$ cat src/rtl/alarm_pkg.sv
`default_nettype none
// ============================================================================
// Module      : alarm_pkg
// Description : Shared channel FSM encodings and event field definitions.
// Revision    : 1.0 - initial release
// ============================================================================
package alarm_pkg;

    typedef enum logic [1:0] {
        ST_IDLE      = 2'd0,
        ST_ARMING    = 2'd1,
        ST_ACTIVE    = 2'd2,
        ST_DISARMING = 2'd3
    } chan_state_t;

    localparam int c_num_chan     = 3;
    localparam int c_evt_w        = 3;
    localparam int c_evt_kind_bit = 2;
    localparam int c_evt_chan_msb = 1;
    localparam int c_evt_chan_lsb = 0;

    localparam logic c_evt_raise = 1'b1;
    localparam logic c_evt_clear = 1'b0;

    localparam logic [1:0] c_chan1 = 2'd1;
    localparam logic [1:0] c_chan2 = 2'd2;
    localparam logic [1:0] c_chan3 = 2'd3;

    function automatic logic [c_evt_w-1:0] make_evt(input logic kind, input logic [1:0] chan);
        logic [c_evt_w-1:0] v;
        v = '0;
        v[c_evt_kind_bit] = kind;
        v[c_evt_chan_msb:c_evt_chan_lsb] = chan;
        return v;
    endfunction

endpackage
`default_nettype wire

$ cat src/rtl/alarm_event_fifo.sv
`default_nettype none
// ============================================================================
// Module      : alarm_event_fifo
// Description : Power-of-two event queue; push while full is accepted only
//               together with a pop.
// Revision    : 1.0 - initial release
// ============================================================================
module alarm_event_fifo #(
    parameter int FIFO_DEPTH = 4,
    parameter int DATA_W     = 3
) (
    input  logic                          clk,
    input  logic                          reset,
    input  logic                          push,
    input  logic [DATA_W-1:0]             push_data,
    input  logic                          pop,
    output logic [DATA_W-1:0]             pop_data,
    output logic                          full,
    output logic                          empty,
    output logic [$clog2(FIFO_DEPTH):0]   count
);

    localparam int               c_ptr_w = $clog2(FIFO_DEPTH);
    localparam logic [c_ptr_w:0] c_depth = (c_ptr_w + 1)'(FIFO_DEPTH);

    logic [DATA_W-1:0]  r_mem [FIFO_DEPTH];
    logic [c_ptr_w-1:0] r_wr_ptr;
    logic [c_ptr_w-1:0] r_rd_ptr;
    logic [c_ptr_w:0]   r_count;
    logic               w_do_push;
    logic               w_do_pop;

    assign full      = (r_count == c_depth);
    assign empty     = (r_count == '0);
    assign count     = r_count;
    assign w_do_pop  = pop && !empty;
    assign w_do_push = push && (!full || w_do_pop);
    assign pop_data  = empty ? '0 : r_mem[r_rd_ptr];

    always_ff @(posedge clk or negedge reset) begin
        if (!reset) begin
            r_wr_ptr <= '0;
            r_rd_ptr <= '0;
            r_count  <= '0;
        end else begin
            if (w_do_push) r_wr_ptr <= r_wr_ptr + 1'b1;
            if (w_do_pop)  r_rd_ptr <= r_rd_ptr + 1'b1;
            case ({w_do_push, w_do_pop})
                2'b10:   r_count <= r_count + 1'b1;
                2'b01:   r_count <= r_count - 1'b1;
                default: r_count <= r_count;
            endcase
        end
    end

    // Storage needs no reset: the pointers alone define what is valid.
    always_ff @(posedge clk) begin
        if (w_do_push) r_mem[r_wr_ptr] <= push_data;
    end

endmodule
`default_nettype wire

$ cat src/rtl/alarm_monitor.sv
`default_nettype none
// ============================================================================
// Module      : alarm_monitor
// Description : Debounces three buzzer levels into raise/clear events and
//               queues them for a ready/valid consumer.
// Revision    : 1.0 - initial release
// ============================================================================
module alarm_monitor
    import alarm_pkg::*;
#(
    parameter int HOLD_CYCLES = 4,
    parameter int FIFO_DEPTH  = 4
) (
    input  logic       clk,
    input  logic       reset,
    input  logic       buzzer1,
    input  logic       buzzer2,
    input  logic       buzzer3,
    output logic       evt_valid,
    output logic [2:0] evt_data,
    input  logic       evt_ready,
    output logic [2:0] active_mask,
    output logic       overflow
);

    localparam logic [3:0] c_hold = 4'(HOLD_CYCLES);
    localparam int         c_cnt_w = $clog2(FIFO_DEPTH) + 1;

    logic [c_num_chan-1:0] w_buzz;
    logic [c_num_chan-1:0] w_pend;
    logic [c_num_chan-1:0] w_pend_kind;
    logic [c_num_chan-1:0] w_drop;
    logic [c_num_chan-1:0] w_grant;
    logic [c_num_chan-1:0] w_active;
    logic [c_evt_w-1:0]    w_push_data;
    logic [c_evt_w-1:0]    w_pop_data;
    logic [c_cnt_w-1:0]    w_fifo_count;
    logic                  w_full;
    logic                  w_empty;
    logic                  w_pop;
    logic                  w_push;
    logic                  w_can_push;
    logic                  r_overflow;

    assign w_buzz = {buzzer3, buzzer2, buzzer1};

    for (genvar gi = 0; gi < c_num_chan; gi++) begin : g_chan
        chan_state_t r_state;
        logic [3:0]  r_cnt;
        logic        r_active;
        logic        r_pend;
        logic        r_pend_kind;
        logic        w_b;
        logic        w_hit;
        logic        w_gen;

        assign w_b   = w_buzz[gi];
        assign w_hit = ((r_cnt + 4'd1) == c_hold);
        assign w_gen = w_hit && (((r_state == ST_ARMING) && w_b) ||
                                 ((r_state == ST_DISARMING) && !w_b));

        always_ff @(posedge clk or negedge reset) begin
            if (!reset) begin
                r_state  <= ST_IDLE;
                r_cnt    <= '0;
                r_active <= 1'b0;
            end else begin
                case (r_state)
                    ST_IDLE: begin
                        if (w_b) begin
                            r_state <= ST_ARMING;
                            r_cnt   <= 4'd1;
                        end
                    end
                    ST_ARMING: begin
                        if (!w_b) begin
                            r_state <= ST_IDLE;
                            r_cnt   <= '0;
                        end else if (w_hit) begin
                            r_state  <= ST_ACTIVE;
                            r_cnt    <= '0;
                            r_active <= 1'b1;
                        end else begin
                            r_cnt <= r_cnt + 4'd1;
                        end
                    end
                    ST_ACTIVE: begin
                        if (!w_b) begin
                            r_state <= ST_DISARMING;
                            r_cnt   <= 4'd1;
                        end
                    end
                    ST_DISARMING: begin
                        if (w_b) begin
                            r_state <= ST_ACTIVE;
                            r_cnt   <= '0;
                        end else if (w_hit) begin
                            r_state  <= ST_IDLE;
                            r_cnt    <= '0;
                            r_active <= 1'b0;
                        end else begin
                            r_cnt <= r_cnt + 4'd1;
                        end
                    end
                    default: begin
                        r_state  <= ST_IDLE;
                        r_cnt    <= '0;
                        r_active <= 1'b0;
                    end
                endcase
            end
        end

        // A new event finding the slot still occupied is dropped; the older one wins.
        always_ff @(posedge clk or negedge reset) begin
            if (!reset) begin
                r_pend      <= 1'b0;
                r_pend_kind <= 1'b0;
            end else if (w_gen && !r_pend) begin
                r_pend      <= 1'b1;
                r_pend_kind <= (r_state == ST_ARMING) ? c_evt_raise : c_evt_clear;
            end else if (w_grant[gi]) begin
                r_pend <= 1'b0;
            end
        end

        assign w_pend[gi]      = r_pend;
        assign w_pend_kind[gi] = r_pend_kind;
        assign w_drop[gi]      = w_gen && r_pend;
        assign w_active[gi]    = r_active;
    end

    assign w_pop      = evt_ready && !w_empty;
    assign w_can_push = !w_full || w_pop;

    always_comb begin
        w_grant     = '0;
        w_push_data = '0;
        if (w_can_push) begin
            if (w_pend[0]) begin
                w_grant     = 3'b001;
                w_push_data = make_evt(w_pend_kind[0], c_chan1);
            end else if (w_pend[1]) begin
                w_grant     = 3'b010;
                w_push_data = make_evt(w_pend_kind[1], c_chan2);
            end else if (w_pend[2]) begin
                w_grant     = 3'b100;
                w_push_data = make_evt(w_pend_kind[2], c_chan3);
            end
        end
    end

    assign w_push = |w_grant;

    alarm_event_fifo #(
        .FIFO_DEPTH (FIFO_DEPTH),
        .DATA_W     (c_evt_w)
    ) u_fifo (
        .clk       (clk),
        .reset     (reset),
        .push      (w_push),
        .push_data (w_push_data),
        .pop       (w_pop),
        .pop_data  (w_pop_data),
        .full      (w_full),
        .empty     (w_empty),
        .count     (w_fifo_count)
    );

    always_ff @(posedge clk or negedge reset) begin
        if (!reset)         r_overflow <= 1'b0;
        else if (|w_drop)   r_overflow <= 1'b1;
    end

    assign evt_valid   = (w_fifo_count != '0);
    assign evt_data    = w_pop_data;
    assign active_mask = w_active;
    assign overflow    = r_overflow;

endmodule
`default_nettype wire

$ cat config.mk
export PLATFORM = sky130hd
export DESIGN_NAME = alarm_monitor
export DESIGN_NICKNAME = d
export VERILOG_FILES = /design/src/rtl/alarm_pkg.sv /design/src/rtl/alarm_event_fifo.sv /design/src/rtl/alarm_monitor.sv
export SDC_FILE = /design/constraint.sdc
export NUM_CORES = 1
export LEC_CHECK = 0
export ABC_AREA = 1
export BUFFER_PORTS_ARGS = -buffer_cell sky130_fd_sc_hd__buf_2
export CAP_MARGIN = 20
export CORE_ASPECT_RATIO = 1.25
export CORE_MARGIN = 1.5
export CORE_UTILIZATION = 55
export CTS_CLUSTER_DIAMETER = 120
export DETAILED_ROUTE_END_ITERATION = 12
export PLACE_DENSITY = 0.76
export SLEW_MARGIN = 10
export SYNTH_ARGS = -nofsm -noshare
export SYNTH_HDL_FRONTEND = slang
export SYNTH_SLANG_ARGS = --single-unit
$ cat constraint.sdc
create_clock -name clk -period 5.7 [get_ports clk]
set_input_delay 1.14 -clock clk [delete_from_list [all_inputs] [get_ports clk]]
set_output_delay 1.14 -clock clk [all_outputs]
set_load 0.05 [all_outputs]
==> results.yml, run 1 <==
status:
  status: "completed"
worst_hold_path:
  worstHoldStart: "overflow$_DFFE_PN0P_"
  min_path_cells: 2
  hold_class: "reg2reg"
power_and_ir_drop:
  swShare: 0.421
  fin_total_pwr_uw: 1220
  power.share.clock: 0.191
  leakage_uw: 0.00127
  vdd_ir_drop_max_uv: 286
  power.density_nw_per_um2: 471
  power_switching_uw: 515
  p_int_uw: 709
  seqPwrFrac: 0.424
  comb_power_share: 0.385
sta:
  slew_viol_final: 0
  setup_tns_ns: 0
  setup_violations: 0
  rsz0062_at_grt: "false"
  relSlewSlack: 0.480
  max_freq_mhz: 379
  hold_viol: 0
  fin_crit_ns: 2.64
  min_period_over_period: 0.463
  worst_pin_slew_ns: 0.780
  skew_ns: 0.00651
floorplan:
  core_region_area_sq_um: 4130
  io_pins: 14
  start_util: 0.580
  dieHeight_microns: 76.8
  fp.dieArea_sq_um: 4760
  dieWidth_microns: 62.0
  rows: 26
logic_synthesis:
  syn_area_sq_um: 2400
  ys_top_cells_by_area: "dfrtp_1, edfxtp_1, nand2_1"
  synth_warnings: 0
  synth_edf_count: 12
  yosys.area.top_type_share: 0.366
  synthArstFlopShare: 0.745
  synth_top_flop_cell: "dfrtp_1"
  syn_area_per_cell_sq_um: 8.71
  ys_seq_area_frac: 0.516
  syn_nets: 293
  netlist-cell-type-count: 26
  synth-seq-cells: 47
  synth_cells: 275
  synth_top_area_cell: "dfrtp_1"
drt:
  wirelength_mm: 3.98
  antenna_left: 0
  firstDrtPassIters: 4
  post_drt_wl_per_cell_microns: 11.5
  drcViolationCount: 0
  drt-initial-drc-count: 62
  via_count: 1740
  via_per_inst: 5.01
clock_tree:
  cts_root_buffer: "clkbuf_8"
  cts.sink_count: 47
  path_clk_slew_ns: 0.08
  clk_path_buf_depth: 2
  cts_setup_buffers: 0
  cts_resized: 0
  cts_buffers: 5
  insertion_delay_ns: 0.30
  holdBufCountCts: 0
  ctsHtreeMaxLevel: 2
  cts_tree: "built"
finish:
  diodes: 0
  final_nets: 308
  layout_commonest_cell: "nand2_1"
  drive_above_1_share: 0.0962
  synthToLayoutAreaGrowth_pct: 8.46
  final_cell_mix: "nand2_1, inv_1, dfrtp_1"
placement:
  globalplace.congestion: 0.763
  place_hpwl_mm: 3.01
  port_buffers: 13
job:
  cap_violations: 0
setup_path:
  timing.rr.start: "g_chan[1].r_pend$_DFFE_PN0P_"
  endpoint_kind: "output pin"
  ff2ff_path_depth: 7
  r2r_end: "u_fifo.count[2]$_DFFE_PN0P_"
  crit_required_ns: 4.56
  ff2ff_setup_slack_ns: 3.60
  critical_path.startpoint: "u_fifo.r_rd_ptr[0]$_DFFE_PN0P_"
  crit_path_start_kind: "register"
  crit_type: "reg2out"
  crit_end: "evt_data[1]"
  worst-path-max-fanout: 8
  cp.arrival_ns: 1.50
global_routing:
  antenna_found_initial: 0
  track_usage: 0.191
  grt-ovfl-total: 0
  grt_pass1_wl_mm: 6.93
  first_global_vias: 1682
  grt_max_degree: 36
## worst min-delay path by stage
stage / to / slack, ns
floorplan: g_chan[1].r_pend_kind$_DFFE_PN0P_ / 0.44
global placement: g_chan[0].r_active$_DFFE_PN0P_ / 0.46
detailed placement: overflow$_DFFE_PN0P_ / 0.47
CTS: overflow$_DFFE_PN0P_ / 0.49
global route: overflow$_DFFE_PN0P_ / 0.51
finish: overflow$_DFFE_PN0P_ / 0.48
## critical path: stages, from the launching register on
cell	delay [ns]
dfrtp_1	0.47
inv_1	0.19
o21ai_0	0.13
a21oi_1	0.15
buf_2	0.27
## stage by stage
stage | instance area [sq um] | hold slack [ns] | std cells | setup slack (ns) | util
detailed placement | 2490 | 0.472 | 339 | 2.86 | 0.603
CTS | 2600 | 0.491 | 347 | 3.04 | 0.629
finish | 2600 | 0.481 | 347 | 3.06 | 0.629
global route | 2600 | 0.510 | 347 | 2.91 | 0.629
global placement | 2490 | 0.462 | 339 | 2.92 | 0.603
floorplan | 2400 | 0.442 | 275 | 2.86 | -
## kinds of logic after synthesis
kind of cell	share of synthesized area
and+or+nand+nor	0.207
adders and majority gates	0.0658
xor gates and xnor gates	0.0219
DFF	0.516
buffers and inverters	0.0835
AOI/OAI and AO/OA	0.106
## state kept, by name, indices dropped and copies added, names as in the netlist, named ones only
signal	flops
g_chan.r_active	3
g_chan.r_state	3
g_chan.r_cnt	12
g_chan.r_pend	3
overflow	1
u_fifo.r_mem	12
u_fifo.r_rd_ptr	2
u_fifo.count	3
u_fifo.r_wr_ptr	2
g_chan.r_pend_kind	3
## power groups by stage
stage                     clock [uW]  sequential (uW)  combinational, uW
final                            234              518                471
after CTS                        239              518                476
after detailed placement           0              525                474
after global placement             0              522                459
after global routing             255              533                546
after floorplan                    0              498                400
## synth_stat cells (2+ instances only)
cell type and instances:
nor2_1 28, nand2_1 65, o22ai_1 5, o21ai_2 2, nand3_1 14, edfxtp_1 12, dfrtp_1 35, ha_1 11
inv_1 42, nor2_2 4, buf_4 3, xor2_1 3, a21oi_1 14, nand4_1 6, a22o_1 2, xnor2_1 3
o21ai_0 17
## cell type report
class | count | area, sq um
multi-input combinational | 180 | 960
sequential | 47 | 1240
fill | 366 | 1530
clock inverter | 1 | 30.0
tap | 56 | 70.1
inverter | 43 | 161
clock buffer | 7 | 76.3
timing repair buffer | 13 | 65.1
## layer usage
metal  vias to the layer above  wire (microns)  GRT usage
met5                         -               0          0
li1                        910               -          -
met4                         0              61     0.0638
met2                        17            2010      0.320
met3                         6              95     0.0455
met1                       807            1810      0.232
Note: power is estimated with default switching activity, not from simulation.
==> inputs of run 2 (changes only) <==
Settings changed: CORE_UTILIZATION 55 to 54, PLACE_DENSITY 0.76 to 0.78.
Clock period 5.7 ns to 2.3 ns, I/O delays scaled along.
==> results.yml, run 2 (synthesis gave the netlist of run 1 again) <==
power_and_ir_drop:
  swShare: 0.408
  power.share.clock: 0.221
  power.density_nw_per_um2: 1200
  p_int_uw: 1860
  seqPwrFrac: 0.408
  leakage_uw: 0.00128
  comb_power_share: 0.371
  fin_total_pwr_uw: 3150
  vdd_ir_drop_max_uv: 575
  power_switching_uw: 1280
finish:
  final_nets: 308
  final_cell_mix: "nand2_1, inv_1, dfrtp_1"
  synthToLayoutAreaGrowth_pct: 9.56
  reg_top3: "g_chan.r_cnt (12), u_fifo.r_mem (12)"
  diodes: 0
  drive_above_1_share: 0.0997
  post-route-util: 0.630
  layout_commonest_cell: "nand2_1"
  fin_area_sq_um: 2630
clock_tree:
  insertion_delay_ns: 0.30
  clk_path_buf_depth: 2
  cts_buffers: 5
  cts_resized: 0
  holdBufCountCts: 0
  cts_setup_buffers: 0
  cts_root_buffer: "clkbuf_8"
  cts_tree: "built"
  path_clk_slew_ns: 0.08
  ctsHtreeMaxLevel: 2
  cts.sink_count: 47
drt:
  firstDrtPassIters: 4
  via_count: 1757
  via_per_inst: 5.06
  antenna_left: 0
  post_drt_wl_per_cell_microns: 11.2
  drcViolationCount: 0
  wirelength_mm: 3.89
  drt-initial-drc-count: 103
sta:
  skew_ns: 0.00647
  worst_pin_slew_ns: 0.744
  slew_viol_final: 0
  max_freq_mhz: 477
  fin_crit_ns: 2.10
  fin_ws_ns: 0.204
  relSlewSlack: 0.504
  setup_tns_ns: 0
  setup_violations: 0
  min_period_over_period: 0.911
  hold_viol: 0
  rsz0062_at_grt: "false"
placement:
  port_buffers: 13
  place_area_sq_um: 2490
  place_hpwl_mm: 2.92
  globalplace.congestion: 0.791
  post-place-ws_ns: 0.115
setup_path:
  endpoint_kind: "register"
  critical_path.startpoint: "g_chan[1].r_pend$_DFFE_PN0P_"
  cp_cell_sequence: "o31ai_4 > ha_1 > inv_1 > fa_1 > a21oi_1 > o21ai_0 > xor2_1"
  crit_path_start_kind: "register"
  critPathBufInv: 1
  ff2ff_setup_slack_ns: 0.20
  crit_type: "reg2reg"
  timing.rr.start: "g_chan[1].r_pend$_DFFE_PN0P_"
  cp.arrival_ns: 2.27
  slowest_stage: "dfrtp_1"
  cp_top_family: "compound AO/OA/AOI/OAI gates"
  max_stage_delay_ns: 0.47
  worst-path-max-fanout: 8
  crit_required_ns: 2.47
global_routing:
  grt_pass1_wl_mm: 7.19
  track_usage: 0.185
  grt_max_degree: 36
  first_global_vias: 1688
  grt-ovfl-total: 0
  antenna_found_initial: 0
status:
  status: "completed"
floorplan:
  start_util: 0.575
  dieWidth_microns: 62.6
  fp.dieArea_sq_um: 4850
  core_region_area_sq_um: 4160
  io_pins: 14
  dieHeight_microns: 77.5
  rows: 26
job:
  cap_violations: 0
worst_hold_path:
  hold_class: "in2async"
run 2: cell count changes in the layout (fill, tap and decap cells not counted), sizes merged:
cell    change
bufinv      +1
clkbuf      -1
run 2: worst reg2reg max path, stage by stage, from the launching register on:
cell	delay, ns
dfrtp_1	0.47
o31ai_4	0.43
ha_1	0.22
inv_1	0.06
fa_1	0.37
a21oi_1	0.15
o21ai_0	0.12
xor2_1	0.15
run 2: layout make-up:
class,instances,area (sq um)
multi-input combinational,180,960
tap,56,70.1
clock buffer,6,72.6
timing repair buffer,13,65.1
inverter,43,161
clock inverter,2,60.1
fill,380,1540
sequential,47,1240
run 2: worst paths after layout:
kind	depth (start not counted)	end
worst min-delay path	1	g_chan[1].r_cnt[2]$_DFFE_PN0P_
worst max-delay path	7	u_fifo.count[2]$_DFFE_PN0P_
worst max register to register	7	u_fifo.count[2]$_DFFE_PN0P_
worst min register to register	2	g_chan[2].r_pend_kind$_DFFE_PN0P_
min in group clk	3	register
max in group asynchronous	1	g_chan[0].r_state[0]$_DFFE_PN0P_
run 2: metal layers:
| metal | global-route usage | vias to the layer above | routed length [microns] |
|---|---|---|---|
| met4 | 0.0667 | 0 | 61 |
| met3 | 0.0348 | 7 | 99 |
| met1 | 0.235 | 816 | 1840 |
| li1 | - | 915 | - |
| met5 | 0 | - | 0 |
| met2 | 0.316 | 19 | 1890 |
run 2: power groups by stage:
stage | registers (uW) | clock network, uW | logic (uW)
floorplan | 1230 | 0 | 990
detailed placement | 1300 | 0 | 1170
finish | 1280 | 697 | 1170
global placement | 1290 | 0 | 1140
global route | 1320 | 747 | 1360
CTS | 1280 | 715 | 1180
run 2: metrics by stage:
stage	instances	hold slack (ns)
6_report	347	0.222
5_1_grt	347	0.290
4_1_cts	347	0.251
3_5_place_dp	339	0.461
3_3_place_gp	339	0.465
2_1_floorplan	275	0.164
==> inputs of run 3 (changes only) <==
Settings changed: ABC_AREA 1 to not set.
==> results.yml, run 3 <==
power_and_ir_drop:
  power.share.clock: 0.230
  power_switching_uw: 1210
  vdd_ir_drop_max_uv: 472
  comb_power_share: 0.351
  leakage_uw: 0.00114
  swShare: 0.385
  p_int_uw: 1930
  power.density_nw_per_um2: 1150
  seqPwrFrac: 0.419
clock_tree:
  path_clk_slew_ns: 0.09
  cts_resized: 0
  cts_root_buffer: "clkbuf_8"
  cts_buffers: 5
  cts_setup_buffers: 0
  cts.sink_count: 47
  insertion_delay_ns: 0.31
  cts_tree: "built"
  holdBufCountCts: 0
  clk_path_buf_depth: 2
  ctsHtreeMaxLevel: 2
placement:
  globalplace.congestion: 0.803
  place_hpwl_mm: 3.06
  post-place-ws_ns: 0.0870
  port_buffers: 13
  place_area_sq_um: 2590
sta:
  setup_violations: 0
  slew_viol_final: 0
  skew_ns: 0.00518
  relSlewSlack: 0.478
  rsz0062_at_grt: "false"
  max_freq_mhz: 464
  fin_crit_ns: 2.15
  fin_ws_ns: 0.145
  hold_viol: 0
  setup_tns_ns: 0
  min_period_over_period: 0.937
  holdWs_ns: 0.225
  worst_pin_slew_ns: 0.783
logic_synthesis:
  syn_nets: 243
  synthArstFlopShare: 0.745
  synth_top_flop_cell: "dfrtp_1"
  synth_edf_count: 12
  synth_top_area_cell: "dfrtp_1"
  synth_warnings: 0
  ys_top_cells_by_area: "dfrtp_1, edfxtp_1, ha_1"
  synth_top_family_by_area: "simple AND/OR/NAND/NOR gates"
  ys_seq_area_frac: 0.503
  synth_cells: 225
  synth_common_cells: "dfrtp_1, nand2_1, inv_1"
  synth-seq-cells: 47
  synth_xor_xnor_area_share: 0.0463
  netlist-cell-type-count: 49
  muxShareOfSynthArea: 0.0402
  synth_compound_area_frac: 0.138
  synthSimpleGateAreaFrac: 0.166
  synthAdderAreaFrac: 0.0641
  syn_area_per_cell_sq_um: 10.9
  syn_area_sq_um: 2460
  yosys.area.top_type_share: 0.356
  synth.most_common_cell: "dfrtp_1"
setup_path:
  worst-path-max-fanout: 5
  crit_path_start_kind: "register"
  crit_type: "reg2out"
  cp.arrival_ns: 1.69
  endpoint_kind: "output pin"
  crit_required_ns: 1.84
  timing.rr.start: "u_fifo.count[1]$_DFFE_PN0P_"
  critical_path.startpoint: "u_fifo.r_rd_ptr[0]$_DFFE_PN0P_"
global_routing:
  grt-ovfl-total: 0
  grt_max_degree: 36
  first_global_vias: 1629
  grt_pass1_wl_mm: 7.52
  antenna_found_initial: 0
  track_usage: 0.195
finish:
  synthToLayoutAreaGrowth_pct: 10.8
  fin_area_sq_um: 2730
  layout_commonest_cell: "dfrtp_1"
  final_nets: 259
  final_cell_mix: "dfrtp_1, nand2_1, inv_1"
  diodes: 0
  post-route-util: 0.621
  drive_above_1_share: 0.149
  reg_top3: "g_chan.r_cnt (12), u_fifo.r_mem (12)"
worst_hold_path:
  hold_class: "in2async"
drt:
  antenna_left: 0
  drcViolationCount: 0
  firstDrtPassIters: 4
  via_per_inst: 5.60
  post_drt_wl_per_cell_microns: 14.2
  via_count: 1679
  drt-initial-drc-count: 74
  wirelength_mm: 4.27
job:
  cap_violations: 0
floorplan:
  core_region_area_sq_um: 4390
  io_pins: 14
  fp.dieArea_sq_um: 4970
  dieWidth_microns: 63.4
  rows: 27
  start_util: 0.560
  dieHeight_microns: 78.5
status:
  status: "completed"
==> run 3: cell types whose count changed in the layout (fill, tap and decap cells not counted), moves of 6 or more <==
cell and change:
nand4_1 -6, nor2_1 -18, inv_1 -26, nand2_1 -47
and2_1 +8, a21oi_1 -9, nand3_1 -7
==> run 3: path summary, 6_finish.rpt <==
check                           slack (ns)  cells after the start                        endpoint
worst max-delay path                  0.15                      3                     evt_data[1]
worst min-delay path                  0.22                      1  g_chan[1].r_cnt[0]$_DFFE_PN0P_
worst max register to register        0.21                      6     u_fifo.count[1]$_DFFE_PN0P_
worst min register to register        0.50                      1     u_fifo.count[2]$_DFFE_PN0P_
max in group asynchronous             1.58                      1  u_fifo.r_wr_ptr[1]$_DFFE_PN0P_
min in group clk                      0.45                      3                        register
==> run 3: cell families (layout without fill, tap and decap cells) <==
group           count (synthesis)  count (layout)
simple gates                   74              74
compound gates                 48              48
flops                          47              47
buf+inv                        25              42
xor+xnor                       13              13
fa+ha+maj                      12              12
mux                             6               6
==> run 3: critical path, stage by stage (launching register included) <==
cell     delay [ns]
dfrtp_1        0.50
mux4_2         0.53
and2_1         0.16
buf_2          0.20
==> run 3: per-stage QoR <==
step | total power [uW] | cells
after floorplan | 2160 | 225
after global placement | 2380 | 292
after detailed placement | 2440 | 292
after CTS | 3160 | 300
after global routing | 3370 | 300
final | 3140 | 300
==> run 3: layer usage <==
metal,global-route usage,part of all wire,vias up
met1,0.238,0.45,826
met3,0.0387,0.021,6
li1,-,-,831
met4,0.0783,0.018,0
met5,0,0,-
met2,0.336,0.51,16
==> run 3: final cells by class <==
| class | count | area, sq um |
|---|---|---|
| fill | 355 | 1670 |
| sequential | 47 | 1240 |
| multi-input combinational | 153 | 1120 |
| timing repair buffer | 18 | 103 |
| clock buffer | 5 | 68.8 |
| tap | 58 | 72.6 |
| inverter | 16 | 60.1 |
| clock inverter | 3 | 67.6 |
==> run 3: power groups by stage <==
stage / clock (uW) / sequential [uW] / combinational (uW)
2_1_floorplan: 0 / 1220 / 943
3_3_place_gp: 0 / 1320 / 1060
3_5_place_dp: 0 / 1330 / 1100
4_1_cts: 733 / 1320 / 1110
5_1_grt: 765 / 1360 / 1240
6_report: 722 / 1320 / 1100
